--- src/rtl/mem_arb_pkg.sv ---
// Shared state encoding and master indices for the two-master RAM arbiter.
// No logic: types and constants only.
package mem_arb_pkg;

  typedef enum logic [1:0] {
    ARB_IDLE = 2'd0,
    ARB_OWN0 = 2'd1,
    ARB_OWN1 = 2'd2
  } arb_state_e;

  localparam logic M_CPU = 1'b0;
  localparam logic M_LDR = 1'b1;

endpackage

--- src/rtl/mem_arbiter_if.sv ---
// Master-side request/grant/read-return signals plus the RAM-side port of the arbiter.
// master = masters + RAM model view, slave = arbiter view.
interface mem_arbiter_if #(
  parameter int XLEN   = 32,
  parameter int ADDR_W = 10
);
  logic              m0_req,    m1_req;
  logic              m0_lock,   m1_lock;
  logic              m0_we,     m1_we;
  logic [ADDR_W-1:0] m0_addr,   m1_addr;
  logic [XLEN-1:0]   m0_wdata,  m1_wdata;
  logic              m0_gnt,    m1_gnt;
  logic              m0_rvalid, m1_rvalid;
  logic [XLEN-1:0]   m0_rdata,  m1_rdata;
  logic              s_cs;
  logic              s_we;
  logic [ADDR_W-1:0] s_addr;
  logic [XLEN-1:0]   s_wdata;
  logic [XLEN-1:0]   s_rdata;

  modport master (
    output m0_req, m1_req, m0_lock, m1_lock, m0_we, m1_we,
           m0_addr, m1_addr, m0_wdata, m1_wdata, s_rdata,
    input  m0_gnt, m1_gnt, m0_rvalid, m1_rvalid, m0_rdata, m1_rdata,
           s_cs, s_we, s_addr, s_wdata
  );

  modport slave (
    input  m0_req, m1_req, m0_lock, m1_lock, m0_we, m1_we,
           m0_addr, m1_addr, m0_wdata, m1_wdata, s_rdata,
    output m0_gnt, m1_gnt, m0_rvalid, m1_rvalid, m0_rdata, m1_rdata,
           s_cs, s_we, s_addr, s_wdata
  );
endinterface

--- src/rtl/arb_prio2.sv ---
// Combinational 2-way pick, one-hot result; MEM_ARB_ROUND_ROBIN_EN selects round-robin
// tie-break against `last`, otherwise master 0 always wins ties. Zero latency.
module arb_prio2
  import mem_arb_pkg::*;
(
  input  logic [1:0] req,
  input  logic       last,
  output logic [1:0] win
);

`ifdef MEM_ARB_ROUND_ROBIN_EN
  always_comb begin
    win = req;
    if (req == 2'b11) begin
      win = (last == M_LDR) ? 2'b01 : 2'b10;
    end
  end
`else
  logic unused_last;
  assign unused_last = last;

  always_comb begin
    win = 2'b00;
    if (req[M_CPU]) begin
      win[M_CPU] = 1'b1;
    end else if (req[M_LDR]) begin
      win[M_LDR] = 1'b1;
    end
  end
`endif

endmodule

--- src/rtl/mem_arbiter.sv ---
// Two-master arbiter onto a 1-cycle-read RAM: 0-cycle grant, rvalid 1 cycle after a read,
// locked bursts capped at MAX_BURST when the other master waits; MEM_ARB_ROUND_ROBIN_EN = RR ties.
module mem_arbiter
  import mem_arb_pkg::*;
#(
  parameter int XLEN      = 32,
  parameter int ADDR_W    = 10,
  parameter int MAX_BURST = 8
) (
  input  logic         clock,
  input  logic         reset,
  mem_arbiter_if.slave bus
);

  localparam int              CNT_W   = $clog2(MAX_BURST + 1);
  localparam logic [CNT_W-1:0] CNT_MAX = CNT_W'(MAX_BURST);

  arb_state_e       state_q, state_d;
  logic [CNT_W-1:0] cnt_q, cnt_d, cnt_inc;
  logic             rd_pend_q, rd_pend_d;
  logic             rd_owner_q, rd_owner_d;
  logic             yield_q, yield_d;
  logic             yield_to_q, yield_to_d;
  logic [1:0]       req, pick, gnt;
  logic             own, own_lock;

  assign req = {bus.m1_req, bus.m0_req};

`ifdef MEM_ARB_ROUND_ROBIN_EN
  logic last_q, last_d;
  assign last_d = (|gnt) ? gnt[M_LDR] : last_q;

  always_ff @(posedge clock or negedge reset) begin
    if (!reset) last_q <= M_LDR;
    else        last_q <= last_d;
  end

  arb_prio2 u_prio (.req(req), .last(last_q), .win(pick));
`else
  arb_prio2 u_prio (.req(req), .last(M_LDR), .win(pick));
`endif

  always_comb begin
    state_d    = state_q;
    cnt_d      = cnt_q;
    yield_d    = 1'b0;
    yield_to_d = yield_to_q;
    gnt        = 2'b00;
    own        = (state_q == ARB_OWN1) ? M_LDR : M_CPU;
    own_lock   = own ? bus.m1_lock : bus.m0_lock;
    cnt_inc    = (cnt_q == CNT_MAX) ? CNT_MAX : cnt_q + 1'b1;
    unique case (state_q)
      ARB_IDLE: begin
        cnt_d = '0;
        // A capped burst hands the very next slot to the master it held off.
        if (yield_q && req[yield_to_q]) gnt = yield_to_q ? 2'b10 : 2'b01;
        else                            gnt = pick;
        if (gnt[M_LDR] && bus.m1_lock) begin
          state_d = ARB_OWN1;
          cnt_d   = CNT_W'(1);
        end else if (gnt[M_CPU] && bus.m0_lock) begin
          state_d = ARB_OWN0;
          cnt_d   = CNT_W'(1);
        end
      end
      ARB_OWN0, ARB_OWN1: begin
        if (req[own]) begin
          gnt      = own ? 2'b10 : 2'b01;
          cnt_d    = cnt_inc;
          if (!own_lock) begin
            state_d = ARB_IDLE;
            cnt_d   = '0;
          end else if (cnt_inc == CNT_MAX && req[~own]) begin
            state_d    = ARB_IDLE;
            cnt_d      = '0;
            yield_d    = 1'b1;
            yield_to_d = ~own;
          end
        end else begin
          state_d = ARB_IDLE;
          cnt_d   = '0;
        end
      end
      default: state_d = ARB_IDLE;
    endcase
    // Nothing reaches the RAM while reset is held, even if masters keep requesting.
    if (!reset) gnt = 2'b00;
  end

  assign bus.m0_gnt  = gnt[M_CPU];
  assign bus.m1_gnt  = gnt[M_LDR];
  assign bus.s_cs    = |gnt;
  assign bus.s_we    = bus.s_cs & (gnt[M_LDR] ? bus.m1_we : bus.m0_we);
  assign bus.s_addr  = gnt[M_LDR] ? bus.m1_addr  : bus.m0_addr;
  assign bus.s_wdata = gnt[M_LDR] ? bus.m1_wdata : bus.m0_wdata;

  assign rd_pend_d  = bus.s_cs & ~bus.s_we;
  assign rd_owner_d = bus.s_cs ? gnt[M_LDR] : rd_owner_q;

  always_ff @(posedge clock or negedge reset) begin
    if (!reset) begin
      state_q    <= ARB_IDLE;
      cnt_q      <= '0;
      rd_pend_q  <= 1'b0;
      rd_owner_q <= M_CPU;
      yield_q    <= 1'b0;
      yield_to_q <= M_CPU;
    end else begin
      state_q    <= state_d;
      cnt_q      <= cnt_d;
      rd_pend_q  <= rd_pend_d;
      rd_owner_q <= rd_owner_d;
      yield_q    <= yield_d;
      yield_to_q <= yield_to_d;
    end
  end

  assign bus.m0_rvalid = rd_pend_q & (rd_owner_q == M_CPU);
  assign bus.m1_rvalid = rd_pend_q & (rd_owner_q == M_LDR);
  assign bus.m0_rdata  = bus.m0_rvalid ? bus.s_rdata : '0;
  assign bus.m1_rdata  = bus.m1_rvalid ? bus.s_rdata : '0;

endmodule

--- src/flat_wrapper.sv ---
// flat-port wrapper written by rule: the top's interface ports become plain ports
module mem_arbiter_flat import mem_arb_pkg::*;
#(
  parameter int XLEN      = 32,
  parameter int ADDR_W    = 10,
  parameter int MAX_BURST = 8
)
  (clock, reset, bus_m0_req, bus_m1_req, bus_m0_lock, bus_m1_lock, bus_m0_we, bus_m1_we, bus_m0_addr, bus_m1_addr, bus_m0_wdata, bus_m1_wdata, bus_s_rdata, bus_m0_gnt, bus_m1_gnt, bus_m0_rvalid, bus_m1_rvalid, bus_m0_rdata, bus_m1_rdata, bus_s_cs, bus_s_we, bus_s_addr, bus_s_wdata);
  mem_arbiter_if #(.XLEN(XLEN), .ADDR_W(ADDR_W)) bus_i ();
  input  logic clock;
  input  logic reset;
  input wire logic [$bits(bus_i.m0_req)-1:0] bus_m0_req;
  input wire logic [$bits(bus_i.m1_req)-1:0] bus_m1_req;
  input wire logic [$bits(bus_i.m0_lock)-1:0] bus_m0_lock;
  input wire logic [$bits(bus_i.m1_lock)-1:0] bus_m1_lock;
  input wire logic [$bits(bus_i.m0_we)-1:0] bus_m0_we;
  input wire logic [$bits(bus_i.m1_we)-1:0] bus_m1_we;
  input wire logic [$bits(bus_i.m0_addr)-1:0] bus_m0_addr;
  input wire logic [$bits(bus_i.m1_addr)-1:0] bus_m1_addr;
  input wire logic [$bits(bus_i.m0_wdata)-1:0] bus_m0_wdata;
  input wire logic [$bits(bus_i.m1_wdata)-1:0] bus_m1_wdata;
  input wire logic [$bits(bus_i.s_rdata)-1:0] bus_s_rdata;
  output wire logic [$bits(bus_i.m0_gnt)-1:0] bus_m0_gnt;
  output wire logic [$bits(bus_i.m1_gnt)-1:0] bus_m1_gnt;
  output wire logic [$bits(bus_i.m0_rvalid)-1:0] bus_m0_rvalid;
  output wire logic [$bits(bus_i.m1_rvalid)-1:0] bus_m1_rvalid;
  output wire logic [$bits(bus_i.m0_rdata)-1:0] bus_m0_rdata;
  output wire logic [$bits(bus_i.m1_rdata)-1:0] bus_m1_rdata;
  output wire logic [$bits(bus_i.s_cs)-1:0] bus_s_cs;
  output wire logic [$bits(bus_i.s_we)-1:0] bus_s_we;
  output wire logic [$bits(bus_i.s_addr)-1:0] bus_s_addr;
  output wire logic [$bits(bus_i.s_wdata)-1:0] bus_s_wdata;
  assign bus_i.m0_req = bus_m0_req;
  assign bus_i.m1_req = bus_m1_req;
  assign bus_i.m0_lock = bus_m0_lock;
  assign bus_i.m1_lock = bus_m1_lock;
  assign bus_i.m0_we = bus_m0_we;
  assign bus_i.m1_we = bus_m1_we;
  assign bus_i.m0_addr = bus_m0_addr;
  assign bus_i.m1_addr = bus_m1_addr;
  assign bus_i.m0_wdata = bus_m0_wdata;
  assign bus_i.m1_wdata = bus_m1_wdata;
  assign bus_i.s_rdata = bus_s_rdata;
  assign bus_m0_gnt = bus_i.m0_gnt;
  assign bus_m1_gnt = bus_i.m1_gnt;
  assign bus_m0_rvalid = bus_i.m0_rvalid;
  assign bus_m1_rvalid = bus_i.m1_rvalid;
  assign bus_m0_rdata = bus_i.m0_rdata;
  assign bus_m1_rdata = bus_i.m1_rdata;
  assign bus_s_cs = bus_i.s_cs;
  assign bus_s_we = bus_i.s_we;
  assign bus_s_addr = bus_i.s_addr;
  assign bus_s_wdata = bus_i.s_wdata;
  mem_arbiter #(.XLEN(XLEN), .ADDR_W(ADDR_W), .MAX_BURST(MAX_BURST)) u_core (.clock(clock), .reset(reset), .bus(bus_i));
endmodule
--- config.mk ---
export PLATFORM = sky130hd
export DESIGN_NAME = mem_arbiter_flat
export DESIGN_NICKNAME = d
export VERILOG_FILES = /design/src/rtl/mem_arb_pkg.sv /design/src/rtl/mem_arbiter_if.sv /design/src/rtl/arb_prio2.sv /design/src/rtl/mem_arbiter.sv /design/src/flat_wrapper.sv
export SDC_FILE = /design/constraint.sdc
export NUM_CORES = 1
export LEC_CHECK = 0
export CAP_MARGIN = 30
export CORE_AREA = 2 2 93 95
export CTS_CLUSTER_SIZE = 28
export DETAILED_ROUTE_END_ITERATION = 6
export DIE_AREA = 0 0 95 97
export PLACE_DENSITY = 0.71
export SETUP_SLACK_MARGIN = 0.3
export SYNTH_ARGS = -nofsm -noshare
export SYNTH_HDL_FRONTEND = slang
export SYNTH_SLANG_ARGS = --single-unit
export TNS_END_PERCENT = 1
--- constraint.sdc ---
create_clock -name clock -period 2.7 [get_ports clock]
set_input_delay 0.27 -clock clock [delete_from_list [all_inputs] [get_ports clock]]
set_output_delay 0.27 -clock clock [all_outputs]
set_load 0.005 [all_outputs]
**Word-level counts from Yosys, hierarchy flattened**

Index checks and enable logic that the tools add are counted.

- Register bits: 10
- Input bits: 124
- Output and inout port bits: 112
- Word-level logic and storage cells: 73

- Add/subtract/negate cells: 1
- $lt $le $gt $ge: 3
- Eq/ne operators: 6
- Muxes and demuxes: 40
- Bitwise gates (word level): 7
- Reductions and logical operators: 10

Operator list:

| kind | count |
|---|---|
| $mux W32 | 3 |
| $mux W2 | 11 |
| $mux W4 | 5 |
| $mux W1 | 17 |
| $mux W10 | 1 |
| $eq A4 B4 Y1 const B | 2 |
| $pmux W2 S2 | 2 |
| $pmux W4 S2 | 1 |
| $lt A1 B2 Y1 const B | 3 |
| $add A4 B1 Y4 const B | 1 |
| $and A1 B1 Y1 | 4 |
| $logic_and A1 B1 Y1 | 4 |
| $ne A4 B4 Y1 const B | 1 |
| $reduce_and A4 Y1 | 1 |
| $reduce_or A2 Y1 | 2 |
| $ne A3 B1 Y1 const B | 1 |
| $not A1 Y1 | 3 |
| $eq A2 B1 Y1 const B | 1 |
| $eq A2 B2 Y1 const B | 1 |
| $logic_not A2 Y1 | 1 |
| $reduce_and A2 Y1 | 1 |
| $reduce_bool A2 Y1 | 1 |

**Depth between registers and ports, before layout**

Gate-level depths: netlist of the first run.

- Depth in word-level cells: 11
- Depth in mapped cells: 9
- Gate-level depth less buffers: 7

**Hierarchy**

A second synthesis of the first run with hierarchy kept.

- Cell total of the unflattened synthesis: 207
- Area, all modules: 1916.8 um^2

By module, submodules not included:

| module | instances | cells an instance | area an instance (um^2) | seq. area each (um^2) |
|---|---|---|---|---|
| mem_arbiter | 1 | 205 | 1895.6 | 250.2 |
| arb_prio2 | 1 | 2 | 21.3 | 0.0 |

**Least setup slack after synthesis of the first run**

OpenSTA, ideal clock, no wires.

- Kind: reg-to-output
- Start: reg u_core.state_q[1]
- End: out bus_s_addr[5]
- Arrival time: 1659 ps
- Data required time: 2430 ps
- Path slack: 771 ps
- Cell stages (with the launch flop): 9
- Buffers on the path: 3
- Cells stage by stage: dfrtp_1 > ha_1 > buf_2 > nor2b_2 > nand2_1 > a21oi_4 > buf_6 > buf_6 > mux2_4

- Longest elaborated chain between the ends: 8
- Elaborated cells between the ends (all ways): 12
- Those cells by class: eq/ne: 2; mux: 8; reduce/logical: 2

RTL lines:

| item | RTL line | source |
|---|---|---|
| start, declared | mem_arbiter.sv:18 | `arb_state_e state_q, state_d;` |
| start signal, assigned | mem_arbiter.sv:109 | `state_q <= state_d;` |
| $eq A2 B2 Y1 | mem_arbiter.sv:49, mem_arbiter.sv:52 |  |
| $mux W1 | mem_arbiter.sv:49 | `own = (state_q == ARB_OWN1) ? M_LDR : M_CPU;` |
| $mux W1 (not written as such) (2 in a row) | mem_arbiter.sv:67 | `if (req[own]) begin` |
| $mux W2 | mem_arbiter.sv:67 |  |
| $pmux W2 S2 (*) | mem_arbiter.sv:52 | `unique case (state_q)` |
| $mux W2 (*) | mem_arbiter.sv:87 | `if (!reset) gnt = 2'b00;` |
| named net bus_m1_gnt | flat_wrapper.sv:24 | `output wire logic [$bits(bus_i.m1_gnt)-1:0] bus_m1_gnt;` |
| $mux W10 (*) | mem_arbiter.sv:94 | `assign bus.s_addr = gnt[M_LDR] ? bus.m1_addr : bus.m0_addr;` |
| end, declared | flat_wrapper.sv:31 | `output wire logic [$bits(bus_i.s_addr)-1:0] bus_s_addr;` |

The timed path passes the listed nets; every way through them passes the cells marked *. The select of a mux whose other input is x is not followed.

**Worst setup path after layout of the first run**

- Start: reg u_core.state_q[1]
- End: out bus_s_wdata[29]

- Longest elaborated chain between the ends: 8
- Elaborated cells between the ends (all ways): 12
- Those cells by class: eq/ne: 2; mux: 8; reduce/logical: 2

RTL lines:

| item | RTL line | source |
|---|---|---|
| $eq A2 B2 Y1 | mem_arbiter.sv:49, mem_arbiter.sv:52 |  |
| $mux W1 | mem_arbiter.sv:49 |  |
| $mux W1 (not written as such) (2 in a row) | mem_arbiter.sv:67 |  |
| $mux W2 | mem_arbiter.sv:67 |  |
| $pmux W2 S2 (*) | mem_arbiter.sv:52 |  |
| $mux W2 (*) | mem_arbiter.sv:87 |  |
| $mux W32 (*) | mem_arbiter.sv:95 | `assign bus.s_wdata = gnt[M_LDR] ? bus.m1_wdata : bus.m0_wdata;` |
| end, declared | flat_wrapper.sv:32 | `output wire logic [$bits(bus_i.s_wdata)-1:0] bus_s_wdata;` |

Every way passes the cells marked *; elsewhere a longest branch is shown, timed or not. The select of a mux whose other input is x is not followed.

==> qor.yml, run 1 <==
synth_area_sq_um: 1697
finalWirelength_microns: 8933
critPathCaptureType: "output pin"
total_power_w: 0.001661
grt_pass1_vias: 2609
maxCapViolations: 0
crit_buf_inv: 5
grtUsageTotal_pct: 18.64
fmax_ghz: 0.3970
vias: 2480
yosys_warnings: 0
slowest_stage: "dfrtp_1"
rsz0062_at_grt: "true"
nets: 579
sw_frac_of_total_pct: 34.74
holdWs_ps: 361.9
placed_area_sq_um: 4161
pwr_density_cell_nw_per_um2: 366.8
clock_latency_ps: 230
yosysSeqAreaShare_pct: 14.75
crit_arrival_ps: 2250
slew_viol_final: 0
vdd_drop_max_mv: 0.1740
cts_buffer_depth: 2
die_w_microns: 95
slowest_delay_ps: 420
max-slew-margin-rel_pct: 79.82
syn_inst: 200
design_area_sq_um: 4529
p_clk_share_pct: 8.9
cts-root-buf: "clkbuf_8"
path_cells: "ha_2 > nor2b_4 > nand2_2 > a21oi_4 > buf_12 > buf_4 > buf_12 > bufbuf_16 > mux2_2 > buf_2"
postSynthAreaPerCell_sq_um: 8.483
viasPerCell: 4.485
hold_viol: 0
cts.reportedPaths.clkPinSlew_ps: 50
internal_power_w: 0.001084
grt_max_degree: 35
rows: 33
antenna_found_initial: 0
synth_ff_type: "dfrtp_1"
drive_above_1_share_pct: 24.78
synth_area_leaders: "mux2_2, dfrtp_1, and2_1, and3_1, ha_1"
min_period_ps: 2519
synth_nets: 329
dieArea_sq_um: 9215
finalSetupViolations: 0
skew_ps: 3.940
gp_congestion: 0.8416
seq_area_sq_um: 250.2
drc: 0
multi_input_area_sq_um: 1410
seqPwrFrac_pct: 12.8
cp_common_cell: "buf_12"
detail_route.wl_per_cell_microns: 16.15
comb_power_share_pct: 78.3
num-fill-cells: 763
numPortBuffers: 235
ys_async_sr_fraction_pct: 100.0
p_sw_w: 0.0005770
synth-edff-count: 0
grt_pass1_wl_microns: 13370
start_util_pct: 20.86
hpwl_microns: 7387
ys_types: 38
setup_tns_ps: 0
cts_buffers: 3
areaGrowthSynthToFinish_pct: 167.0
diodes: 0
core_sq_um: 8134
synth_seq_cells: 10
antenna_left: 0
synth_area_leader_cell: "mux2_2"
start_kind: "flip-flop"
drt_iter0_markers: 77
p_leak_nw: 1.932
cts_tree: "built"
critical_path_required_ps: 2430
cp_max_fo: 5
path_class: "reg -> out"
cp_top_family: "buffers and inverters"
hold_class: "in -> async"
worstMarginPinSlew_ps: 301.3
yosysTopAreaCellShare_pct: 25.22
drtPass1Iterations: 4
die_h_microns: 97
overflow: 0
outcome: "finished, final reports clean"
period_share_pct: 93.29
h-tree-depth: 1
cts_sinks: 10
io_pins: 236
## final timing paths
kind                                   start                 to  slack, ps  cells after the start
max in group asynchronous              reset     u_core.yield_q       2190                      2
max reg2reg                u_core.state_q[1]  u_core.state_q[1]        890                      8
max                        u_core.state_q[1]    bus_s_wdata[29]        180                     10
min                                    reset  u_core.state_q[0]        360                      2
min in group clock         u_core.yield_to_q  u_core.yield_to_q        570                      2
min reg2reg                u_core.yield_to_q  u_core.yield_to_q        570                      2
## synthesized netlist by cell type, types with 2 or more instances
library cell,count
o21ai_0,5
and3_1,32
o31ai_1,2
nor2_1,8
buf_4,3
nand2_1,10
mux2_4,4
nand3_1,4
nor2b_1,2
buf_6,2
inv_1,4
dfrtp_1,10
nand2b_1,4
and2_1,33
a21oi_1,2
nand2_2,2
mux2_2,38
a21o_1,2
ha_1,5
clkbuf_1,9
mux2i_1,2
## worst reg2reg max path: stages, from the launching register on
cell	delay, ps
dfrtp_1	400
inv_2	80
ha_4	250
buf_4	130
nand2b_1	110
o22a_1	280
nor2_1	60
a32o_1	200
a31o_1	180
## power by group through the flow
| stage | logic, W | clock network [W] | registers, W |
|---|---|---|---|
| 6_report | 0.00130 | 0.000148 | 0.000212 |
| 5_1_grt | 0.00141 | 0.000163 | 0.000218 |
| 4_1_cts | 0.00131 | 0.000153 | 0.000212 |
| 3_5_place_dp | 0.00111 | 0 | 0.000212 |
| 3_3_place_gp | 0.00110 | 0 | 0.000209 |
| 2_1_floorplan | 0.000481 | 0 | 0.000212 |
## layout by cell type (no fill, tap or decap), types with 3 or more instances in the layout
master | synthesis | final
inv_2 | 1 | 3
clkdlybuf4s50_1 | 0 | 193
buf_12 | 0 | 7
nand2_1 | 10 | 9
dfrtp_1 | 10 | 10
buf_2 | 1 | 20
buf_4 | 3 | 11
buf_6 | 2 | 5
clkbuf_8 | 0 | 3
nand2b_1 | 4 | 4
and3_1 | 32 | 32
and2_1 | 33 | 33
nor2_1 | 8 | 8
o21ai_0 | 5 | 5
mux2_2 | 38 | 31
buf_16 | 0 | 6
mux2_4 | 4 | 11
clkdlybuf4s15_1 | 0 | 14
nand3_1 | 4 | 4
## logic make-up after synthesis
family | Yosys count | share of synthesized area (%)
xor gates and xnor gates | 1 | 0.5163
AOI/OAI and AO/OA | 22 | 10.77
and+or+nand+nor | 98 | 34.29
adders and majority gates | 5 | 3.687
muxes | 44 | 29.94
DFF | 10 | 14.75
buffers and inverters | 20 | 6.046
## per-stage QoR
step | cells | utilization [%] | setup WS [ps]
floorplan | 200 | - | 771.3
global placement | 532 | 51.16 | 90.17
detailed placement | 532 | 51.16 | 47.53
CTS | 553 | 55.68 | 183.4
global route | 553 | 55.68 | 119.9
finish | 553 | 55.68 | 181.3
## sequential cells by signal (all words and copies together), names as in the netlist
name and flops:
u_core.cnt_q 4, u_core.state_q 2, u_core.yield_q 1, u_core.rd_pend_q 1, u_core.yield_to_q 1, u_core.rd_owner_q 1
## metal layers
metal | up-vias | track usage [%] | part of all wire (%)
met1 | 1100 | 18.24 | 33
met5 | - | 0 | 0
met2 | 157 | 37.21 | 54
li1 | 1209 | - | -
met3 | 14 | 4.283 | 9.5
met4 | 0 | 5.686 | 2.6
## layout make-up
cell class,instances,share of cell area (%)
clock buffers,3,0.9116
inverters,5,0.4144
repair buffers,260,59.12
multi-input cells,170,31.13
well taps,105,2.901
flip-flops and latches,10,5.525
## repair_timing
action,in CTS,in global routing
resized for setup,160,0
cloned,7,0
pin swaps,3,1
setup endpoints to repair,44,43
hold buffers,0,0
buffers inserted,11,0
No activity file was read; power rests on OpenSTA's default activity.
==> run 2: changes to the inputs <==
--- a/config.mk
+++ b/config.mk
@@ -12,6 +12,7 @@
 export DIE_AREA = 0 0 95 97
 export PLACE_DENSITY = 0.71
 export SETUP_SLACK_MARGIN = 0.3
+export SKIP_CTS_REPAIR_TIMING = 1
 export SYNTH_ARGS = -nofsm -noshare
 export SYNTH_HDL_FRONTEND = slang
 export SYNTH_SLANG_ARGS = --single-unit
==> qor.yml, run 2 (synthesized netlist as in run 1, its figures left out) <==
hold_class: "in -> async"
detail_route.wl_per_cell_microns: 16.28  # +0.80%
path_class: "reg -> out"
cts.reportedPaths.clkPinSlew_ps: 50  # about the same
maxCapViolations: 0  # unchanged
max-slew-margin-rel_pct: 79.65  # -0.17 points
drt_iter0_markers: 101  # +31%
path_cells: "inv_1 > ha_4 > nand2_4 > a21oi_4 > buf_12 > buf_4 > clkbuf_16 > mux2_2 > dlymetal6s2s_1"
slew_viol_final: 0  # unchanged
min_period_ps: 2455  # -63.78 ps
antenna_found_initial: 0  # unchanged
cts_sinks: 10  # unchanged
grtUsageTotal_pct: 17.00  # -1.6 points
grt_pass1_wl_microns: 12300  # -8.1%
wl_met2_microns: 4828  # -0.74%
dieArea_sq_um: 9215  # unchanged
mostFrequentLayoutCells: "clkdlybuf4s50_1, dlymetal6s2s_1, mux2_2"
holdWs_ps: 359.0  # -2.925 ps
diodes: 0  # unchanged
rsz0062_at_grt: "true"
wl_met1_microns: 2972  # -0.50%
pwr_density_cell_nw_per_um2: 348.8  # -4.9%
cts_tree: "built"
core_sq_um: 8134  # unchanged
rows: 33  # unchanged
nets: 569  # -1.7%
crit_buf_inv: 5  # unchanged
grt_max_degree: 42  # +20%
top_register: "u_core.cnt_q"
h-tree-depth: 1  # unchanged
top_regs: "u_core.cnt_q (4), u_core.state_q (2)"
cts-root-buf: "clkbuf_8"
clock_latency_ps: 230  # about the same
skew_ps: 3.755  # -0.1856 ps
final_common_cell: "clkdlybuf4s50_1"
start_kind: "flip-flop"
start_util_pct: 20.86  # unchanged
areaGrowthSynthToFinish_pct: 163.3
finalWirelength_microns: 8842  # -1.0%
hpwl_microns: 7387  # unchanged
grt_pass1_vias: 2438  # -6.6%
vdd_drop_max_mv: 0.1776  # +2.1%
fin_cells: 543  # -1.8%
finalSetupViolations: 0  # unchanged
die_h_microns: 97  # unchanged
outcome: "finished, final reports clean"
largest_register_ffs: 4  # unchanged
critPathCaptureType: "output pin"
drive_above_1_share_pct: 18.26  # -6.5 points
startpoint: "u_core.state_q[1]"
io_pins: 236  # unchanged
maxUsedRoutingLayer: "met4"
slowest_stage: "dfrtp_2"
die_w_microns: 95  # unchanged
overflow: 0  # unchanged
numPortBuffers: 235  # unchanged
slowest_delay_ps: 380  # -40 ps
route.met3.wl_microns: 852  # +0.59%
drtPass1Iterations: 4  # unchanged
hold_viol: 0  # unchanged
critical_path_required_ps: 2430  # about the same
cts_buffer_depth: 2  # unchanged
cp_max_fo: 10  # +5
vias: 2440  # -1.6%
place_inst: 532  # unchanged
viasPerCell: 4.494  # +0.20%
fmax_ghz: 0.4073  # +2.6%
cts_buffers: 3  # unchanged
cp_top_family: "buffers and inverters"
design_area_sq_um: 4468  # -1.4%
period_share_pct: 90.92  # -2.4 points
crit_arrival_ps: 2180  # -70 ps
p_leak_nw: 2.173  # +12%
antenna_left: 0  # unchanged
timing.rr.start: "u_core.cnt_q[0]"
gp_congestion: 0.8416  # unchanged
worstMarginPinSlew_ps: 305.2  # +3.900 ps
placed_area_sq_um: 4161  # unchanged
drc: 0  # unchanged
## run 2: changes by cell type in the layout (fill, tap and decap cells not counted), sizes merged
| cell | change |
|---|---|
| dlygate4sd2 | -2 |
| bufbuf | -1 |
| clkbuf | +8 |
| dlymetal6s2s | +39 |
| clkdlybuf4s50 | -3 |
| clkdlybuf4s15 | -15 |
| buf | -36 |
## run 2: area by class of cell
cell class / instances / area [sq um]
clock buffers: 3 / 41.29
fillers: 757 / 3666
inverters: 5 / 18.77
multi-input cells: 170 / 1385
flip-flops and latches: 10 / 251.5
well taps: 105 / 131.4
repair buffers: 250 / 2640
## run 2: through the flow
step	util (%)	setup WS, ps	TNS [ps]	power, W
global route	54.93	163.6	0	0.001683
floorplan	-	771.3	0	0.0006930
CTS	51.67	-6.839	-11.65	0.001474
finish	54.93	245.1	0	0.001559
detailed placement	51.16	47.53	0	0.001318
global placement	51.16	90.17	0	0.001307
## run 2: per-layer routing
metal	vias up	GRT usage [%]
met2	150	34.42
met4	0	4.682
li1	1191	-
met1	1087	16.01
met5	-	0
met3	12	4.595
## run 2: worst paths after layout
check                                         end  slack [ps]  depth (start not counted)
worst min-delay path            u_core.state_q[0]         360                          2
worst max-delay path              bus_s_wdata[15]         250                          9
worst max register to register  u_core.state_q[1]         930                          7
min in group clock              u_core.yield_to_q         570                          2
worst min register to register  u_core.yield_to_q         570                          2
max in group asynchronous       u_core.state_q[1]        2190                          2
## run 2: power breakdown
group	leakage (nW)	internal, W	switching [W]	total, W
Clock	0.0216	0.0000972	0.0000535	0.000151
Combinational	2.02	0.000729	0.000466	0.00120
Sequential	0.133	0.000182	0.0000309	0.000213
==> run 3: changes to the inputs <==
--- a/config.mk
+++ b/config.mk
@@ -6,11 +6,11 @@
 export NUM_CORES = 1
 export LEC_CHECK = 0
 export CAP_MARGIN = 30
-export CORE_AREA = 2 2 93 95
+export CORE_MARGIN = 2
+export CORE_UTILIZATION = 22
 export CTS_CLUSTER_SIZE = 28
 export DETAILED_ROUTE_END_ITERATION = 6
-export DIE_AREA = 0 0 95 97
-export PLACE_DENSITY = 0.71
+export PLACE_DENSITY = 0.77
 export SETUP_SLACK_MARGIN = 0.3
 export SKIP_CTS_REPAIR_TIMING = 1
 export SYNTH_ARGS = -nofsm -noshare
==> constraint.sdc (replaced) <==
create_clock -name clock -period 2.23 [get_ports clock]
set_input_delay 0.223 -clock clock [delete_from_list [all_inputs] [get_ports clock]]
set_output_delay 0.223 -clock clock [all_outputs]
set_load 0.005 [all_outputs]
==> qor.yml, run 3 (synthesized netlist as in run 1, its figures left out) <==
outcome: "complete, but fails checks"
violations: "setup timing"
cts_sinks: 10  # unchanged
mostFrequentLayoutCells: "clkdlybuf4s50_1, dlymetal6s2s_1, and2_1"
detail_route.wl_per_cell_microns: 15.37  # -5.6%
top_regs: "u_core.cnt_q (4), u_core.state_q (2)"
rows: 32  # -3.0%
diodes: 0  # unchanged
grt_pass1_vias: 2493  # +2.3%
seq_area_sq_um: 252.7  # +0.50%
multi_input_area_sq_um: 1438  # +3.8%
pwr_density_cell_nw_per_um2: 446.8  # +28%
fmax_ghz: 0.4455
place_ws_ps: -255.8  # -303.4 ps
cts_tree: "built"
die_w_microns: 91.82  # -3.4%
holdWs_ps: 324.3  # -34.67 ps
core_sq_um: 7607  # -6.5%
grt_pass1_wl_microns: 12390  # +0.79%
vdd_drop_max_mv: 0.3075  # +73%
h-tree-depth: 1  # unchanged
fin_cells: 548  # +0.92%
grtUsageTotal_pct: 17.91  # +0.90 points
dieArea_sq_um: 8430  # -8.5%
cts-root-buf: "clkbuf_8"
cts_buffer_depth: 2  # unchanged
drtPass1Iterations: 4  # unchanged
drive_above_1_share_pct: 22.87  # +4.6 points
maxCapViolations: 0  # unchanged
seqPwrFrac_pct: 13.2  # -0.4 points
final_common_cell: "clkdlybuf4s50_1"
num-fill-cells: 652  # -14%
rsz0062_at_grt: "true"
sw_frac_of_total_pct: 35.01  # -0.33 points
hold_class: "in -> async"
die_h_microns: 91.82  # -5.3%
drc: 0  # unchanged
vias: 2425  # -0.61%
io_pins: 236  # unchanged
cts.reportedPaths.clkPinSlew_ps: 50  # about the same
clock_latency_ps: 230  # about the same
met2_usage_pct: 35.17  # +0.75 points
hpwl_microns: 6950  # -5.9%
critPathCaptureType: "output pin"
internal_power_w: 0.001314  # +30%
p_leak_nw: 2.183  # +0.49%
nets: 576  # +1.2%
hold_viol: 0  # unchanged
path_class: "reg -> out"
total_power_w: 0.002022  # +30%
antenna_left: 0  # unchanged
grt_use_met1_pct: 19.12  # +3.1 points
largest_register_ffs: 4  # unchanged
critical_path_required_ps: 2010  # -420 ps
finalWirelength_microns: 8422  # -4.8%
period_share_pct: 100.6
p_sw_w: 0.0007081  # +29%
start_util_pct: 22.30  # +1.4 points
start_kind: "flip-flop"
rr_worst_depth: 7  # unchanged
skew_ps: 1.737  # -2.017 ps
viasPerCell: 4.425  # -1.5%
grt_use_met3_pct: 3.944  # -0.65 points
top_usage_layer: "met2"
comb_power_share_pct: 75.8  # -0.9 points
cts_buffers: 3  # unchanged
p_clk_share_pct: 11.0  # +1.3 points
worstMarginPinSlew_ps: 330.1  # +24.91 ps
setup_tns_ps: -15.14  # -15.14 ps
crit_arrival_ps: 2020  # -160 ps
areaGrowthSynthToFinish_pct: 166.8
cp_max_fo: 8  # -2
finalSetupViolations: 2  # +2
gp_congestion: 0.8983  # +6.7%
top_register: "u_core.cnt_q"
overflow: 0  # unchanged
drt_iter0_markers: 80  # -21%
min_period_ps: 2244
max-slew-margin-rel_pct: 77.99  # -1.7 points
numPortBuffers: 235  # unchanged
antenna_found_initial: 0  # unchanged
finalWorstSetupSlack_ps: -14.47  # -259.5 ps
slew_viol_final: 0  # unchanged
place_inst: 538  # +1.1%
grt_max_degree: 35  # -17%
## run 3: cell types whose count changed in the layout (fill, tap and decap cells not counted), moves of 4 or more
cell,previous run,this run
dlymetal6s2s_1,39,35
mux2_4,5,12
buf_6,2,6
mux2_2,37,30
buf_4,7,13
## run 3: final cells by class
type                            count  area share, %
Clock buffer                        4          1.216
Multi-Input combinational cell    170          31.76
Timing Repair Buffer              257          58.21
Tap cell                          102          2.819
Sequential cell                    10          5.583
Inverter                            5         0.4146
## run 3: path summary, 6_finish.rpt
check	slack (ps)	endpoint	startpoint
min in group clock	570	u_core.yield_to_q	u_core.yield_to_q
worst min-delay path	320	u_core.cnt_q[0]	reset
worst max register to register	390	u_core.cnt_q[0]	u_core.state_q[1]
worst min register to register	570	u_core.yield_to_q	u_core.yield_to_q
max in group asynchronous	1750	u_core.state_q[0]	reset
worst max-delay path	-10	bus_s_wdata[4]	u_core.state_q[1]
## run 3: per-layer routing
layer / wire [microns] / vias to the layer above
met5: 0 / -
met4: 128 / 0
met3: 712 / 8
met2: 4557 / 142
met1: 3023 / 1076
li1: - / 1199
## run 3: metrics by stage
| stage | utilization [%] | instance area (sq um) |
|---|---|---|
| 2_1_floorplan | - | 1697 |
| 6_report | 59.51 | 4527 |
| 3_5_place_dp | 55.54 | 4225 |
| 4_1_cts | 56.27 | 4280 |
| 3_3_place_gp | 55.54 | 4225 |
| 5_1_grt | 59.51 | 4527 |
## run 3: power by group through the flow
stage,combinational (W),sequential (W),clock (W)
final,0.00153,0.000267,0.000222
after global placement,0.00139,0.000252,0
after CTS,0.00142,0.000252,0.000229
after global routing,0.00166,0.000272,0.000240
after detailed placement,0.00142,0.000255,0
after floorplan,0.000582,0.000257,0
## run 3: critical path, stage by stage (launching register included)
cell and delay (ps):
dfrtp_2 410, inv_2 70, ha_4 280, nand2_4 60, a21oi_4 170, buf_6 140, buf_6 90, clkbuf_16 150
mux2_4 310, buf_6 120
